**src/rtl/hdc1000_i2c_target_pkg.sv**
```systemverilog
// Shared encodings and pointer map for the HDC1000 I2C target model.
package hdc1000_i2c_target_pkg;

  typedef enum logic [3:0] {
    ST_IDLE,
    ST_ADDR,
    ST_ADDR_ACK,
    ST_PTR,
    ST_PTR_ACK,
    ST_WR,
    ST_WR_ACK,
    ST_RD,
    ST_RD_ACK
  } state_t;

  localparam logic [7:0] P_TEMP = 8'h00;
  localparam logic [7:0] P_HUM  = 8'h01;
  localparam logic [7:0] P_CFG  = 8'h02;
  localparam logic [7:0] P_MFG  = 8'hFE;
  localparam logic [7:0] P_DEV  = 8'hFF;

  // Pointers the device acknowledges.
  function automatic logic ptr_valid(input logic [7:0] p);
    return (p == P_TEMP) || (p == P_HUM) || (p == P_CFG) || (p == P_MFG) || (p == P_DEV);
  endfunction

  // Pointers whose write starts a measurement.
  function automatic logic ptr_triggers(input logic [7:0] p);
    return (p == P_TEMP) || (p == P_HUM);
  endfunction

endpackage

```
**src/rtl/i2c_bus_monitor.sv**
```systemverilog
// Synchronizes SCL/SDA into CLK_50 and produces edge and START/STOP strobes.
module i2c_bus_monitor
  import hdc1000_i2c_target_pkg::*;
(
  input  logic CLK_50,
  input  logic RESET_N,
  input  logic SCL_IN,
  input  logic SDA_IN,
  output logic sda_lvl,
  output logic scl_rise,
  output logic scl_fall,
  output logic start_det,
  output logic stop_det
);

  // [0],[1] = two-stage synchronizer, [2] = history for edge detection
  logic [2:0] scl_q;
  logic [2:0] sda_q;

  // Shift the bus lines in; reset to the idle (released-high) level so no false edges appear.
  always_ff @(posedge CLK_50 or negedge RESET_N) begin
    if (!RESET_N) begin
      scl_q <= 3'b111;
      sda_q <= 3'b111;
    end else begin
      scl_q <= {scl_q[1:0], SCL_IN};
      sda_q <= {sda_q[1:0], SDA_IN};
    end
  end

  assign sda_lvl   = sda_q[1];
  assign scl_rise  =  scl_q[1] & ~scl_q[2];
  assign scl_fall  = ~scl_q[1] &  scl_q[2];
  assign start_det =  scl_q[1] &  scl_q[2] &  sda_q[2] & ~sda_q[1];
  assign stop_det  =  scl_q[1] &  scl_q[2] & ~sda_q[2] &  sda_q[1];

endmodule

```
**src/rtl/hdc1000_i2c_target.sv**
```systemverilog
// HDC1000 register-map emulation behind an I2C target, with DRDY_n conversion timer.
module hdc1000_i2c_target
  import hdc1000_i2c_target_pkg::*;
#(
  parameter logic [7:0]  SLAVE_ADDR  = 8'h80,
  parameter logic [15:0] MFG_ID      = 16'h5449,
  parameter logic [15:0] DEV_ID      = 16'h1000,
  parameter logic [31:0] CONV_CYCLES = 32'd1000,
  parameter logic [15:0] CFG_RESET   = 16'h1000
) (
  input  logic        CLK_50,
  input  logic        RESET_N,
  input  logic        SCL_IN,
  input  logic        SDA_IN,
  output logic        SDA_OE,
  output logic        DRDY_n,
  input  logic [15:0] TEMP_SAMPLE,
  input  logic [15:0] RH_SAMPLE,
  output logic [15:0] CONFIG,
  output logic        BUSY
);

  logic sda_lvl, scl_rise, scl_fall, start_det, stop_det;

  i2c_bus_monitor u_mon (
    .CLK_50    (CLK_50),
    .RESET_N   (RESET_N),
    .SCL_IN    (SCL_IN),
    .SDA_IN    (SDA_IN),
    .sda_lvl   (sda_lvl),
    .scl_rise  (scl_rise),
    .scl_fall  (scl_fall),
    .start_det (start_det),
    .stop_det  (stop_det)
  );

  state_t      state, state_nxt;
  logic        sda_oe_r, oe_nxt;
  logic [3:0]  bitcnt;
  logic [7:0]  rx;
  logic [15:0] sr;
  logic [1:0]  wr_cnt;
  logic [7:0]  cfg_msb;
  logic [15:0] config_r;
  logic [7:0]  ptr;
  logic        mst_ack;
  logic        busy_r;
  logic [31:0] conv_cnt;
  logic        drdy_n_r;
  logic [15:0] temp_l, rh_l;
  logic [15:0] rd_word;

  // Bus events win over a data edge seen in the same cycle.
  wire rise      = scl_rise & ~start_det & ~stop_det;
  wire fall      = scl_fall & ~start_det & ~stop_det;
  wire byte_done = (bitcnt == 4'd8);
  wire addr_hit  = (rx[7:1] == SLAVE_ADDR[7:1]);
  wire conv_pend = drdy_n_r & ptr_triggers(ptr);
  wire addr_ack  = addr_hit & ~(rx[0] & conv_pend);
  wire wr_ok     = (ptr == P_CFG) && (wr_cnt != 2'd2);
  wire trig      = (state == ST_PTR) && fall && byte_done && ptr_triggers(rx);

  // Select the 16-bit register addressed by the stored pointer.
  always_comb begin
    rd_word = 16'hFFFF;
    case (ptr)
      P_TEMP:  rd_word = temp_l;
      P_HUM:   rd_word = rh_l;
      P_CFG:   rd_word = config_r;
      P_MFG:   rd_word = MFG_ID;
      P_DEV:   rd_word = DEV_ID;
      default: rd_word = 16'hFFFF;
    endcase
  end

  // Next state and next SDA drive; drive changes only on an SCL fall, which the
  // synchronizer already delays by 2-3 CLK_50 cycles, giving the data hold time.
  always_comb begin
    state_nxt = state;
    oe_nxt    = sda_oe_r;
    if (stop_det) begin
      state_nxt = ST_IDLE;
      oe_nxt    = 1'b0;
    end else if (start_det) begin
      state_nxt = ST_ADDR;
      oe_nxt    = 1'b0;
    end else if (fall) begin
      case (state)
        ST_IDLE: oe_nxt = 1'b0;
        ST_ADDR: if (byte_done) begin
          state_nxt = addr_ack ? ST_ADDR_ACK : ST_IDLE;
          oe_nxt    = addr_ack;
        end
        ST_ADDR_ACK: begin
          state_nxt = rx[0] ? ST_RD : ST_PTR;
          oe_nxt    = rx[0] ? ~rd_word[15] : 1'b0;
        end
        ST_PTR: if (byte_done) begin
          state_nxt = ST_PTR_ACK;
          oe_nxt    = ptr_valid(rx);
        end
        ST_PTR_ACK, ST_WR_ACK: begin
          state_nxt = ST_WR;
          oe_nxt    = 1'b0;
        end
        ST_WR: if (byte_done) begin
          state_nxt = ST_WR_ACK;
          oe_nxt    = wr_ok;
        end
        ST_RD: begin
          state_nxt = byte_done ? ST_RD_ACK : ST_RD;
          oe_nxt    = byte_done ? 1'b0 : ~sr[14];
        end
        ST_RD_ACK: begin
          state_nxt = mst_ack ? ST_RD : ST_IDLE;
          oe_nxt    = mst_ack ? ~sr[14] : 1'b0;
        end
        default: begin
          state_nxt = ST_IDLE;
          oe_nxt    = 1'b0;
        end
      endcase
    end
  end

  // State register and SDA drive; reset releases SDA asynchronously.
  always_ff @(posedge CLK_50 or negedge RESET_N) begin
    if (!RESET_N) begin
      state    <= ST_IDLE;
      sda_oe_r <= 1'b0;
    end else begin
      state    <= state_nxt;
      sda_oe_r <= oe_nxt;
    end
  end

  // Bit counting, shift registers, pointer and configuration register.
  always_ff @(posedge CLK_50 or negedge RESET_N) begin
    if (!RESET_N) begin
      bitcnt   <= 4'd0;
      rx       <= 8'h00;
      sr       <= 16'hFFFF;
      wr_cnt   <= 2'd0;
      cfg_msb  <= 8'h00;
      config_r <= CFG_RESET;
      ptr      <= P_TEMP;
      mst_ack  <= 1'b0;
      busy_r   <= 1'b0;
    end else begin
      if (start_det || (state_nxt != state))
        bitcnt <= 4'd0;
      else if (rise && !byte_done && (state inside {ST_ADDR, ST_PTR, ST_WR, ST_RD}))
        bitcnt <= bitcnt + 4'd1;
      if (rise && (state inside {ST_ADDR, ST_PTR, ST_WR}))
        rx <= {rx[6:0], sda_lvl};
      if (rise && (state == ST_RD_ACK))
        mst_ack <= ~sda_lvl;
      // Ones shift in behind the word so bytes past the second read as 8'hFF.
      if ((state == ST_ADDR_ACK) && (state_nxt == ST_RD))
        sr <= rd_word;
      else if (fall && (((state == ST_RD) && !byte_done) || ((state == ST_RD_ACK) && mst_ack)))
        sr <= {sr[14:0], 1'b1};
      if ((state == ST_PTR) && (state_nxt == ST_PTR_ACK) && ptr_valid(rx))
        ptr <= rx;
      if (state == ST_PTR_ACK)
        wr_cnt <= 2'd0;
      else if ((state == ST_WR) && (state_nxt == ST_WR_ACK)) begin
        if (wr_ok) begin
          if (wr_cnt == 2'd0) cfg_msb  <= rx;
          else                config_r <= {cfg_msb, rx};
        end
        if (wr_cnt != 2'd2) wr_cnt <= wr_cnt + 2'd1;
      end
      if (stop_det)
        busy_r <= 1'b0;
      else if ((state == ST_ADDR) && (state_nxt == ST_ADDR_ACK))
        busy_r <= 1'b1;
    end
  end

  // Conversion timer: a trigger latches both samples and holds DRDY_n high for CONV_CYCLES.
  always_ff @(posedge CLK_50 or negedge RESET_N) begin
    if (!RESET_N) begin
      conv_cnt <= 32'd0;
      drdy_n_r <= 1'b0;
      temp_l   <= 16'h0000;
      rh_l     <= 16'h0000;
    end else if (trig) begin
      conv_cnt <= CONV_CYCLES;
      drdy_n_r <= 1'b1;
      temp_l   <= TEMP_SAMPLE;
      rh_l     <= RH_SAMPLE;
    end else if (conv_cnt != 32'd0) begin
      conv_cnt <= conv_cnt - 32'd1;
      if (conv_cnt == 32'd1) drdy_n_r <= 1'b0;
    end
  end

  assign SDA_OE = sda_oe_r;
  assign DRDY_n = drdy_n_r;
  assign CONFIG = config_r;
  assign BUSY   = busy_r;

endmodule

```
**config.mk**
```make
export PLATFORM = sky130hd
export DESIGN_NAME = hdc1000_i2c_target
export DESIGN_NICKNAME = d
export VERILOG_FILES = /design/src/rtl/hdc1000_i2c_target_pkg.sv /design/src/rtl/i2c_bus_monitor.sv /design/src/rtl/hdc1000_i2c_target.sv
export SDC_FILE = /design/constraint.sdc
export NUM_CORES = 1
export LEC_CHECK = 0
export ABC_AREA = 1
export BUFFER_PORTS_ARGS = -buffer_cell sky130_fd_sc_hd__buf_2
export CAP_MARGIN = 40
export CORE_AREA = 2 2 113 115
export DETAILED_ROUTE_END_ITERATION = 6
export DIE_AREA = 0 0 115 117
export PLACE_DENSITY = 0.86
export REMOVE_ABC_BUFFERS = 1
export SLEW_MARGIN = 15
export SYNTH_ARGS = -nofsm -noshare
export SYNTH_HDL_FRONTEND = slang
export SYNTH_SLANG_ARGS = --single-unit
```
**constraint.sdc**
```tcl
create_clock -name CLK_50 -period 5.15 [get_ports CLK_50]
set_input_delay 0.515 -clock CLK_50 [delete_from_list [all_inputs] [get_ports CLK_50]]
set_output_delay 0.515 -clock CLK_50 [all_outputs]
set_load 0.02 [all_outputs]
```
* Yosys cells after proc, flatten, opt, wreduce, memory -nomap -nowiden *
Index checks and enable logic that the tools add are counted.

word-level totals
  memories = 0
  output and inout bits = 19
  bits in registers = 139
  latch bits = 0
  memory bits (read-only) = 0
  memory bits (writable) = 0

cells by class
  div/mod/pow operators = 0
  reduce and logical (&&, ||, !) cells = 45
  add/subtract/negate cells = 3
  equal/unequal tests = 28
  muxes and demuxes = 36
  multiply operators = 0
  order comparisons = 0
  bitwise logic cells = 25
  shift-type cells = 0

operators with widths
  cell                                                                   number
  16-bit one-hot mux with 5 select lines                                 1
  32-bit 2-to-1 mux                                                      2
  4-bit 2-to-1 mux                                                       9
  32-bit by 1-bit == test with 1-bit output (second input constant)      1
  8-bit == test (second input constant)                                  4
  4-bit one-hot mux with 8 select lines                                  1
  32-bit nonzero test                                                    1
  32-bit by 1-bit subtractor with 32-bit output (second input constant)  1
  15-bit 2-to-1 mux                                                      2
  4-bit by 3-bit == test with 1-bit output (second input constant)       7
  8-bit by 1-bit == test with 1-bit output (second input constant)       2
  8-bit by 2-bit == test with 1-bit output (second input constant)       2
  1-bit logical AND                                                      16
  8-bit logical NOT                                                      2
  1-bit bitwise AND                                                      14
  1-bit 2-to-1 mux                                                       14
  2-bit nonzero test                                                     7
  4-bit by 2-bit == test with 1-bit output (second input constant)       3
  4-bit != test (second input constant)                                  3
  4-bit AND reduction                                                    3
  1-bit NOT                                                              11
  4-bit == test (second input constant)                                  2
  2-bit 2-to-1 mux                                                       4
  7-bit == test (second input constant)                                  1
  15 further kinds                                                       24

* Logic depth before layout (Yosys ltp) *
  word-level depth = 16
  mapped depth = 17
  mapped depth without buffers = 15

* Modules after synthesis *
Synthesis repeated with hierarchy kept, for this count alone.

unflattened totals
  cell total of the unflattened synthesis = 887
  area total of the unflattened synthesis = 7149.4 um^2

by module, submodules not included
  module              times used  cells an instance  seq. area each (um^2)  area an instance (um^2)
  hdc1000_i2c_target  1           870                3348.2                 6950.4
  i2c_bus_monitor     1           17                 157.7                  198.9

* Worst setup path after synthesis *
OpenSTA, ideal clock, no wires.

  path kind = register to register
  start point = register bitcnt[0]
  end point = register ptr[2]
  setup slack = 3.210 ns
  period minus slack after synthesis = 1.940 ns
  cell stages (with the launch flop) = 16
  buffers on the path = 0
  arrival time = 1.818 ns
  cell sequence = dfrtp_1 -> inv_1 -> ha_1 -> nand2_1 -> nor2_1 -> a21oi_1 -> nor2_2 -> nand2_1 -> nand2_1 -> nand2_2 -> nand2_2 -> nand2_1 -> nor2_2 -> nand2_2 -> nand2_1 -> nand2_1

on the way
  cells in the longest elaborated chain, start to end = 9
  elaborated cells between the ends (all ways) = 12
  classes of those cells = 2 x eq/ne; 8 x mux; 2 x reduce/logical

RTL lines
  item                                        RTL line                   text
  start, declared                             hdc1000_i2c_target.sv:39   logic [3:0] bitcnt;
  start signal, assigned                      hdc1000_i2c_target.sv:153  bitcnt <= bitcnt + 4'd1;
  4-bit == test *                             hdc1000_i2c_target.sv:56   wire byte_done = (bitcnt == 4'd8);
  4-bit 2-to-1 mux (on tied branches)         n/a
  4-bit one-hot mux with 8 select lines *     hdc1000_i2c_target.sv:88   case (state)
  4-bit 2-to-1 mux *                          hdc1000_i2c_target.sv:87   end else if (fall) begin
  4-bit 2-to-1 mux *                          hdc1000_i2c_target.sv:84   end else if (start_det) begin
  4-bit 2-to-1 mux *                          hdc1000_i2c_target.sv:81   if (stop_det) begin
  4-bit by 3-bit == test with 1-bit output *  hdc1000_i2c_target.sv:163  if ((state == ST_PTR) && (state_nxt == ST_PTR_ACK) && ptr_valid(rx))
  1-bit logical AND * (2 in series)           hdc1000_i2c_target.sv:163
  end signal, assigned                        hdc1000_i2c_target.sv:164  ptr <= rx;
  end, declared                               hdc1000_i2c_target.sv:45   logic [7:0] ptr;

Every way passes the cells marked *; elsewhere a longest branch is shown, timed or not.
A chain may end at the register's enable or synchronous reset.

* Worst setup path in the final report *
  start point = register u_mon.sda_q[1]
  end point = register config_r[13] (netlist: CONFIG[13])

on the way
  cells in the longest elaborated chain, start to end = 11
  elaborated cells between the ends (all ways) = 13
  classes of those cells = 1 x eq/ne; 3 x mux; 7 x bitwise; 2 x reduce/logical

RTL lines
  item                                        RTL line                   text
  start, declared                             i2c_bus_monitor.sv:18      logic [2:0] sda_q;
  start signal, assigned                      i2c_bus_monitor.sv:27      sda_q <= {sda_q[1:0], SDA_IN};
  1-bit NOT                                   i2c_bus_monitor.sv:34      assign start_det = scl_q[1] & scl_q[2] & sda_q[2] & ~sda_q[1];
  1-bit bitwise AND                           i2c_bus_monitor.sv:34
  1-bit NOT                                   hdc1000_i2c_target.sv:55   wire fall = scl_fall & ~start_det & ~stop_det;
  1-bit bitwise AND (2 in series)             hdc1000_i2c_target.sv:55
  4-bit 2-to-1 mux                            hdc1000_i2c_target.sv:87
  4-bit 2-to-1 mux                            hdc1000_i2c_target.sv:84
  4-bit 2-to-1 mux *                          hdc1000_i2c_target.sv:81
  4-bit by 3-bit == test with 1-bit output *  hdc1000_i2c_target.sv:167  else if ((state == ST_WR) && (state_nxt == ST_WR_ACK)) begin
  1-bit logical AND *                         hdc1000_i2c_target.sv:167
  4-bit AND reduction (no line) *             n/a
  end signal, assigned                        hdc1000_i2c_target.sv:170  else config_r <= {cfg_msb, rx};
  end, declared                               hdc1000_i2c_target.sv:44   logic [15:0] config_r;

Marked as above.

==> results.json <==
{
  "outcome": "finished clean",
  "fin_cells": 1128,
  "hold_viol_final": 0,
  "wl_met2_um": 8250,
  "routedWlPerCell_um": 15.4,
  "skew_ns": 0.0108,
  "cp_common_cell": "nand2_1",
  "finalWorstSetupSlack_ns": 2.59,
  "syn_to_final_growth_pct": 13.7,
  "drt_iter0_markers": 600,
  "drtAntennaViolNets": 0,
  "synth_warnings": 0,
  "ios": 55,
  "worstSetupPathType": "flop to flop",
  "grt_max_degree": 79,
  "grt_use_total_pct": 27.2,
  "cp.required_ns": 5.51,
  "grt_overflow": 0,
  "dp.cells": 1096,
  "post-route-min-period_ns": 2.56,
  "powerDensity_nw_per_um2": 379,
  "cts_hold_buf": 0,
  "routed_wl_um": 17400,
  "slew_violations": 0,
  "maxCapViolCount": 0,
  "vias_per_cell": 5.50,
  "ys_top_cells_by_area": "dfrtp_1, nand2_1, dfstp_2, nor2_1, inv_1",
  "critical_path.startpoint_type": "flop",
  "cts_setup_buffers": 0,
  "cp_slowest_cell": "a21oi_1",
  "cts-buffers-inserted": 17,
  "met1Wirelength_um": 7800,
  "synth.most_common_cell": "nand2_1",
  "max_freq_mhz": 390,
  "crit_path_max_incr_delay_ns": 0.60,
  "coreArea_um2": 12300,
  "die_w_um": 115,
  "netlist_instances": 908,
  "diodes": 0,
  "critPathArrivalTime_ns": 2.93,
  "seqCellArea_um2": 3510,
  "vias": 6204,
  "vdd_drop_max_mv": 0.272,
  "fin_util_pct": 65.9,
  "yosys.area.top_type": "dfrtp_1",
  "die-area_um2": 13500,
  "grt_pass1_wl_um": 28200,
  "synth_cell_types": 41,
  "grt_pass1_vias": 5840,
  "syn_area_per_cell_um2": 7.86,
  "grt_setup_unrepaired": "no",
  "multiInputGateArea_um2": 3140,
  "hpwlAfterDp_um": 12200,
  "synth_async_sr_flop_share_pct": 100,
  "p_leak_uw": 0.00431,
  "setup_violations": 0,
  "ys_ff_latch": 139,
  "drc": 0,
  "gp_congestion": 0.934,
  "row_count": 41,
  "synth_area_um2": 7140,
  "antenna_found_initial": 0,
  "synth-edff-count": 0,
  "cts_buffer_depth": 2,
  "cts.repair.resized": 0,
  "synth_top_cells_by_count": "nand2_1, dfrtp_1, nor2_1",
  "layout.nets": 1007,
  "n_fill_cell": 1009,
  "cts_tree": "built",
  "insertion_delay_ns": 0.43,
  "drtPass1Iterations": 7,
  "drive_above_1_share_pct": 17.0,
  "pre_cts_ws_ns": 2.61,
  "critPathCaptureType": "flop",
  "initial_core_util_pct": 58.0,
  "wl_met3_um": 1040,
  "cp_max_fo": 25,
  "relSlewSlack_pct": 40.7,
  "cts.sinks": 139,
  "timing.hold.ws_ns": 0.116,
  "path_clk_slew_ns": 0.06,
  "h-tree-depth": 4,
  "root_buffer": "clkbuf_16",
  "dieHeight_um": 117,
  "setup_tns_ns": 0,
  "top_layer_used": "met4",
  "fin_crit_sh_pct": 49.7,
  "crit_chain": "inv_2, nand4_1, nand2_1, a21oi_1, nand4_4, inv_2, nand2_1, nand2_1",
  "synth_top_cell_area_share_pct": 41.0,
  "synth-main-ff-cell": "dfrtp_1",
  "numPortBuffers": 54,
  "hold_class": "input port to asynchronous set/reset pin",
  "seq_area_frac_synth_pct": 49.1,
  "tightestPinTransition_ns": 0.886
}
## per-layer routing
metal  GRT usage [%]  vias to the layer above
li1                -                     3024
met3            6.90                       34
met5               0                        -
met4            9.64                        0
met1            36.8                     2940
met2            43.2                      206
## kinds of logic after synthesis
kind of cell | count (synthesis) | share of synthesized area, %
buf+inv | 121 | 7.01
simple gates | 514 | 31.5
fa+ha+maj | 6 | 1.05
xor+xnor | 16 | 1.96
flops | 139 | 49.1
compound gates | 112 | 9.36
## power breakdown
part | internal [uW] | switching (uW)
registers | 1230 | 83.9
clock network | 740 | 482
logic | 168 | 368
total | 2140 | 934
## critical path: cells and delay by family, from the launching register on
family,cells,cell delay (ns)
AO/OA/AOI/OAI,1,0.60
buffers and inverters,2,0.38
flip-flops,1,0.57
AND/OR/NAND/NOR,5,0.94
## layout make-up
class                   instances  area share [%]
flip-flops and latches        139            43.2
multi-input cells             648            38.7
clock buffers                  19            5.58
inverters                     101            4.67
repair buffers                 58            3.82
well taps                     150            2.31
clock inverters                13            1.73
## metrics by stage
stage / area, um2 / total power, uW
2_1_floorplan: 7020 / 1690
3_3_place_gp: 7510 / 1840
3_5_place_dp: 7520 / 1860
4_1_cts: 8120 / 3090
5_1_grt: 8120 / 3230
6_report: 8120 / 3070
## layout by cell type (no fill, tap or decap), types with 3 or more instances in the layout
cell / instances
a21oi_1: 34
nand4_1: 19
o2111ai_1: 4
o21ai_2: 6
nand3_1: 49
clkinv_2: 3
nand2_2: 8
buf_4: 3
clkinvlp_4: 4
o21a_1: 3
inv_1: 85
a21boi_0: 8
nor2_1: 108
inv_2: 15
dfrtp_1: 117
clkbuf_16: 17
buf_2: 53
nand2_1: 287
o21ai_0: 30
nor3_1: 16
a21oi_2: 3
ha_1: 6
nor4_1: 5
xnor2_1: 4
xor2_1: 12
o211ai_1: 5
o21ai_1: 11
dfstp_2: 22
inv_6: 3
o22ai_1: 3
nor2_4: 5
nor2_2: 8
## path summary, 6_finish.rpt
check | from | endpoint | slack, ns | depth (start not counted)
max in group asynchronous | RESET_N | CONFIG[7] | 3.79 | 2
min in group CLK_50 | SDA_IN | u_mon.sda_q[0] | 0.19 | 1
setup reg to reg | u_mon.sda_q[1] | CONFIG[13] | 2.59 | 8
setup / recovery | u_mon.sda_q[1] | CONFIG[13] | 2.59 | 8
hold reg to reg | u_mon.sda_q[0] | u_mon.sda_q[1] | 0.36 | 0
hold / removal | RESET_N | conv_cnt[29] | 0.12 | 1
## state kept, by name (all words and copies together) (netlist names), 2 cells and up
signal / flops
CONFIG: 16
bitcnt: 4
cfg_msb: 8
conv_cnt: 32
ptr: 8
rh_l: 16
rx: 8
sr: 15
state: 4
temp_l: 16
u_mon.scl_q: 3
u_mon.sda_q: 3
wr_cnt: 2
No activity file was read; power rests on OpenSTA's default activity.
